**src/rtl/id_exe_reg.sv**
```systemverilog
// ID/EXE pipeline register: captures decoded ID fields into EXE, inserts bubbles
// on branch flush or load-use interlock, and freezes on a global hold.
module id_exe_reg #(
    parameter int W = 32
) (
    input  logic         clock,
    input  logic         resetn,
    input  logic         hold,
    input  logic         flush,
    input  logic [4:0]   id_rs,
    input  logic [4:0]   id_rt,
    input  logic [4:0]   id_rd,
    input  logic [W-1:0] id_rs_data,
    input  logic [W-1:0] id_rt_data,
    input  logic [W-1:0] id_imm,
    input  logic [W-1:0] id_pc4,
    input  logic         id_reg_write,
    input  logic         id_mem_read,
    input  logic         id_mem_write,
    input  logic         id_mem_to_reg,
    input  logic         id_alu_src,
    input  logic         id_reg_dst,
    input  logic [3:0]   id_alu_op,
    output logic [4:0]   exe_rs,
    output logic [4:0]   exe_rt,
    output logic [4:0]   exe_rd,
    output logic [W-1:0] exe_rs_data,
    output logic [W-1:0] exe_rt_data,
    output logic [W-1:0] exe_imm,
    output logic [W-1:0] exe_pc4,
    output logic         exe_reg_write,
    output logic         exe_mem_read,
    output logic         exe_mem_write,
    output logic         exe_mem_to_reg,
    output logic         exe_alu_src,
    output logic         exe_reg_dst,
    output logic [3:0]   exe_alu_op,
    output logic [4:0]   EXE_num_write,
    output logic         EXE_reg_write,
    output logic         stall,
    output logic         flush_pending
);

    typedef struct packed {
        logic [4:0]   rs;
        logic [4:0]   rt;
        logic [4:0]   rd;
        logic [W-1:0] rs_data;
        logic [W-1:0] rt_data;
        logic [W-1:0] imm;
        logic [W-1:0] pc4;
        logic         reg_write;
        logic         mem_read;
        logic         mem_write;
        logic         mem_to_reg;
        logic         alu_src;
        logic         reg_dst;
        logic [3:0]   alu_op;
        logic [4:0]   num_write;
    } exe_t;

    localparam exe_t BUBBLE = '0;

    exe_t exe_d, exe_q;
    exe_t id_entry_s;
    logic flush_pending_d, flush_pending_q;
    logic stall_s;

    // Assemble the incoming ID entry, including its resolved destination register.
    always_comb begin
        id_entry_s            = BUBBLE;
        id_entry_s.rs         = id_rs;
        id_entry_s.rt         = id_rt;
        id_entry_s.rd         = id_rd;
        id_entry_s.rs_data    = id_rs_data;
        id_entry_s.rt_data    = id_rt_data;
        id_entry_s.imm        = id_imm;
        id_entry_s.pc4        = id_pc4;
        id_entry_s.reg_write  = id_reg_write;
        id_entry_s.mem_read   = id_mem_read;
        id_entry_s.mem_write  = id_mem_write;
        id_entry_s.mem_to_reg = id_mem_to_reg;
        id_entry_s.alu_src    = id_alu_src;
        id_entry_s.reg_dst    = id_reg_dst;
        id_entry_s.alu_op     = id_alu_op;
        if (id_reg_dst) begin
            id_entry_s.num_write = id_rd;
        end else begin
            id_entry_s.num_write = id_rt;
        end
    end

    // Load-use interlock; $0 is hardwired so it can never be a hazard source.
    assign stall_s = exe_q.mem_read & (exe_q.num_write != 5'd0) &
                     ((exe_q.num_write == id_rs) | (exe_q.num_write == id_rt));

    // Next-state selection: hold, then flush, then interlock bubble, then capture.
    always_comb begin
        exe_d           = exe_q;
        flush_pending_d = flush_pending_q;
        if (hold) begin
            exe_d           = exe_q;
            flush_pending_d = flush_pending_q | flush;
        end else if (flush | flush_pending_q) begin
            exe_d           = BUBBLE;
            flush_pending_d = 1'b0;
        end else if (stall_s) begin
            exe_d           = BUBBLE;
            flush_pending_d = 1'b0;
        end else begin
            exe_d           = id_entry_s;
            flush_pending_d = 1'b0;
        end
    end

    // Pipeline state flops.
    always_ff @(posedge clock or negedge resetn) begin
        if (!resetn) begin
            exe_q           <= BUBBLE;
            flush_pending_q <= 1'b0;
        end else begin
            exe_q           <= exe_d;
            flush_pending_q <= flush_pending_d;
        end
    end

    assign exe_rs         = exe_q.rs;
    assign exe_rt         = exe_q.rt;
    assign exe_rd         = exe_q.rd;
    assign exe_rs_data    = exe_q.rs_data;
    assign exe_rt_data    = exe_q.rt_data;
    assign exe_imm        = exe_q.imm;
    assign exe_pc4        = exe_q.pc4;
    assign exe_reg_write  = exe_q.reg_write;
    assign exe_mem_read   = exe_q.mem_read;
    assign exe_mem_write  = exe_q.mem_write;
    assign exe_mem_to_reg = exe_q.mem_to_reg;
    assign exe_alu_src    = exe_q.alu_src;
    assign exe_reg_dst    = exe_q.reg_dst;
    assign exe_alu_op     = exe_q.alu_op;
    assign EXE_num_write  = exe_q.num_write;
    assign EXE_reg_write  = exe_q.reg_write;
    assign stall          = stall_s;
    assign flush_pending  = flush_pending_q;

endmodule
```
**config.mk**
```make
export PLATFORM = sky130hd
export DESIGN_NAME = id_exe_reg
export DESIGN_NICKNAME = d
export VERILOG_FILES = /design/src/rtl/id_exe_reg.sv
export SDC_FILE = /design/constraint.sdc
export NUM_CORES = 1
export LEC_CHECK = 0
export BUFFER_PORTS_ARGS = -buffer_cell sky130_fd_sc_hd__buf_2
export CAP_MARGIN = 20
export CELL_PAD_IN_SITES_DETAIL_PLACEMENT = 1
export CELL_PAD_IN_SITES_GLOBAL_PLACEMENT = 2
export CORE_MARGIN = 3
export CORE_UTILIZATION = 28
export DETAILED_ROUTE_END_ITERATION = 10
export PLACE_DENSITY_LB_ADDON = 0.25
export SKIP_LAST_GASP = 1
export SLEW_MARGIN = 20
export SYNTH_ARGS = -nofsm -noshare
export SYNTH_HDL_FRONTEND = slang
export SYNTH_SLANG_ARGS = --single-unit
```
**constraint.sdc**
```tcl
create_clock -name clock -period 2.2 [get_ports clock]
set_clock_uncertainty 0.15 [all_clocks]
set_input_delay 0.22 -clock clock [delete_from_list [all_inputs] [get_ports clock]]
set_output_delay 0.22 -clock clock [all_outputs]
set_load 0.01 [all_outputs]
```
==> results.md <==
- Outcome: finished, final reports clean
- Pleak: 5.334 nW
- FF-to-FF path depth: 7
- R2r setup slk: 40 ps
- Top FF cell, synth: dfrtp_1
- Nets: 1353
- Post-synthesis mux area share: 0%
- Min-Delay Startpoint: id_reg_dst
- IO Port Bufs: 317
- Mapped Cells: 754
- Asr flop ratio synth: 100.0%
- Initial core utilization: 28.88%
- First-pass GRT wire length: 46890 um
- CP max stage cell: or4_4
- Final GP Congestion: 0.7279
- Cell row count: 58
- Clk sinks: 159
- CP cell instances: or4_4 -> o21ai_4 -> buf_12 -> nor2b_4 -> buf_6
- Reg2reg end: exe_rt_data[27]
- CTS root buf: clkbuf_16
- Largest family of logic cells by synthesized area: compound AO/OA/AOI/OAI gates
- Routed wire length: 29510 um
- WHS Endpoint: exe_reg_dst
- Synth unique cells: 20
- Synth warn: 0
- Critical path fanouts, max: 2
- Power Density: 722.5 mW/mm2
- Fin crit period: 2180 ps
- Synth Cell Area: 0.007378 mm2
- CORE AREA: 0.02554 mm2
- Post-DP HPWL: 18240 um
- Avg Cell Area, Syn: 9.786 um2
- N_diodes: 0
- Post-Synth Adder-Cell Area: 0%
- IO Pins: 318
- Largest net degree at the start of global routing: 97
- Initial antenna violation count: 0
- Clk slew on worst S/H paths: 70 ps
- Number of global-route vias before repair: 8378
- Drt wl/cell: 19.18 um
- Grt ovf: 0
- HP Class: input port to flip-flop
- Final cell count without fillers: 1539
- Post-Synth XOR/XNOR Area: 1.187%
- Final hold vios: 0
- TritonCTS buffer count: 17
- Fillcell total: 2937
- Setup CP Type: flip-flop to output pin
- Post-synthesis compound-gate area fraction: 30.73%
- Area Overhead vs Synth: 59.76%
- Net Count, Synth: 911
- Nature of the critical path endpoint: output pin
- CTS tree: done
- Crit path largest cell delay: 540 ps
- Vias: 7961
- Maximum clock frequency: 0.4587 GHz
- Seq cells post-synth: 159
- WHS Path Cells: 3
- Initial DRC Count: 553
- Crit path launch type: flip-flop
- Dpl cells: 1344
- MaxCap Viol Count: 0
- RSZ-0062 raised after global routing: true
- Die height: 168.3 um
- Die area: 0.02834 mm2
- VDD IR max: 0.4394 mV
- Register area share after synthesis: 53.93%
- Clk buf depth: 2
- First drt pass iteration count: 5
- Max-slew violations: 0
- GRT Total Usage: 20.08%
- Via density per instance: 5.173
- Area share of and/or/nand/nor cells after synthesis: 8.750%
- Layout cell share with drive strength beyond 1: 33.25%
- Hold Slack: 37.93 ps
- Worst slew pin tran: 852.3 ps
- Tcrit/Tclk final: 99.10%
- Final ANT Viol Nets: 0
- Drt drc: 0
- CP Data Arrival Time: 1810 ps
- Number of flops mapped to enable cells by yosys: 0
- H-tree levels: 4
- Final setup fails: 0
- Slew margin rel.: 43.18%
- Crit Reg-Reg Startpoint: EXE_num_write[4]
- Skew-Pair Late Insertion Delay: 420 ps
- Data required, critical path: 1830 ps
- Die width: 168.3 um
power by group:
part           leakage (nW)  internal, mW  switching [mW]
Sequential             2.04          3.28           0.206
Clock                 0.285          1.61            1.37
Combinational          3.01         0.948            1.11
Total                  5.33          5.83            2.68
cells in the mapped netlist, types with 2 or more instances:
cell,n,area [um2]
o21ai_0,65,325.3
buf_2,4,20.02
a21oi_1,10,50.05
a221oi_1,5,43.79
xnor2_1,10,87.58
nand3_1,2,10.01
buf_1,3,11.26
nand2_1,155,581.8
clkbuf_1,70,262.8
o21ai_1,88,440.4
dfrtp_1,159,3979
a32oi_1,153,1340
a211oi_1,5,37.54
nor2b_1,6,37.54
buf_4,14,105.1
cell type report:
cell class                 instances  area (um2)  area share [%]
sequential                       159        3983           33.79
timing repair buffer             514        3774           32.01
multi-input combinational        504        3044           25.83
clock buffer                      18       429.2           3.641
tap                              330       412.9           3.503
clock inverter                    14       145.1           1.231
through the flow:
step	power [mW]	TNS (ps)	setup WS, ps	cell area (um2)	utilization, %
6_report	8.517	0	19.85	11790	46.15
5_1_grt	9.011	-448.1	-62.01	11790	46.15
4_1_cts	8.604	-40.84	-40.84	11700	45.79
3_5_place_dp	5.316	0	111.2	9487	37.14
3_3_place_gp	5.288	0	156.3	9487	37.14
2_1_floorplan	4.352	0	188.2	7378	-
cells in the final DEF, fill, tap and decap left out, types with 4 or more instances in the layout:
master,instances
buf_6,4
a221oi_1,5
xnor2_1,9
nor2b_1,5
dfrtp_1,156
a32oi_1,153
dlygate4sd3_1,154
nand2_1,155
o21ai_0,65
inv_6,7
buf_4,21
buf_2,314
a21oi_1,10
o21ai_1,88
buf_12,16
clkbuf_16,19
metal layers:
layer	wire (um)	track usage, %
met1	13090	26.39
met2	14260	33.29
met3	1618	4.367
met4	547	6.048
met5	0	0
worst max-delay path: cells and delay by family, from the launching register on:
| family | cells | cell delay (ps) |
|---|---|---|
| flops | 1 | 400 |
| buf+inv | 2 | 240 |
| simple gates | 2 | 570 |
| compound gates | 1 | 180 |
cell families after synthesis:
kind of cell	Yosys count
buf+inv	91
simple gates	165
flops	159
xor+xnor	10
compound gates	329
worst max-delay path by stage:
stage                           from          endpoint  depth (start not counted)
CTS                 EXE_num_write[4]             stall                          5
detailed placement  EXE_num_write[2]   exe_rt_data[15]                          6
global placement    EXE_num_write[3]  EXE_num_write[4]                          5
floorplan           EXE_num_write[4]             stall                          6
finish              EXE_num_write[4]             stall                          5
global route        EXE_num_write[4]             stall                          5
repair_timing:
item	CTS	global route
endpoints found under the setup margin	1	71
pin swaps	3	3
gates cloned	1	2
hold endpoints to repair	264	0
buffers inserted	6	0
resized for setup	5	7
hold buffers	154	0
Note: power is estimated with default switching activity, not from simulation.
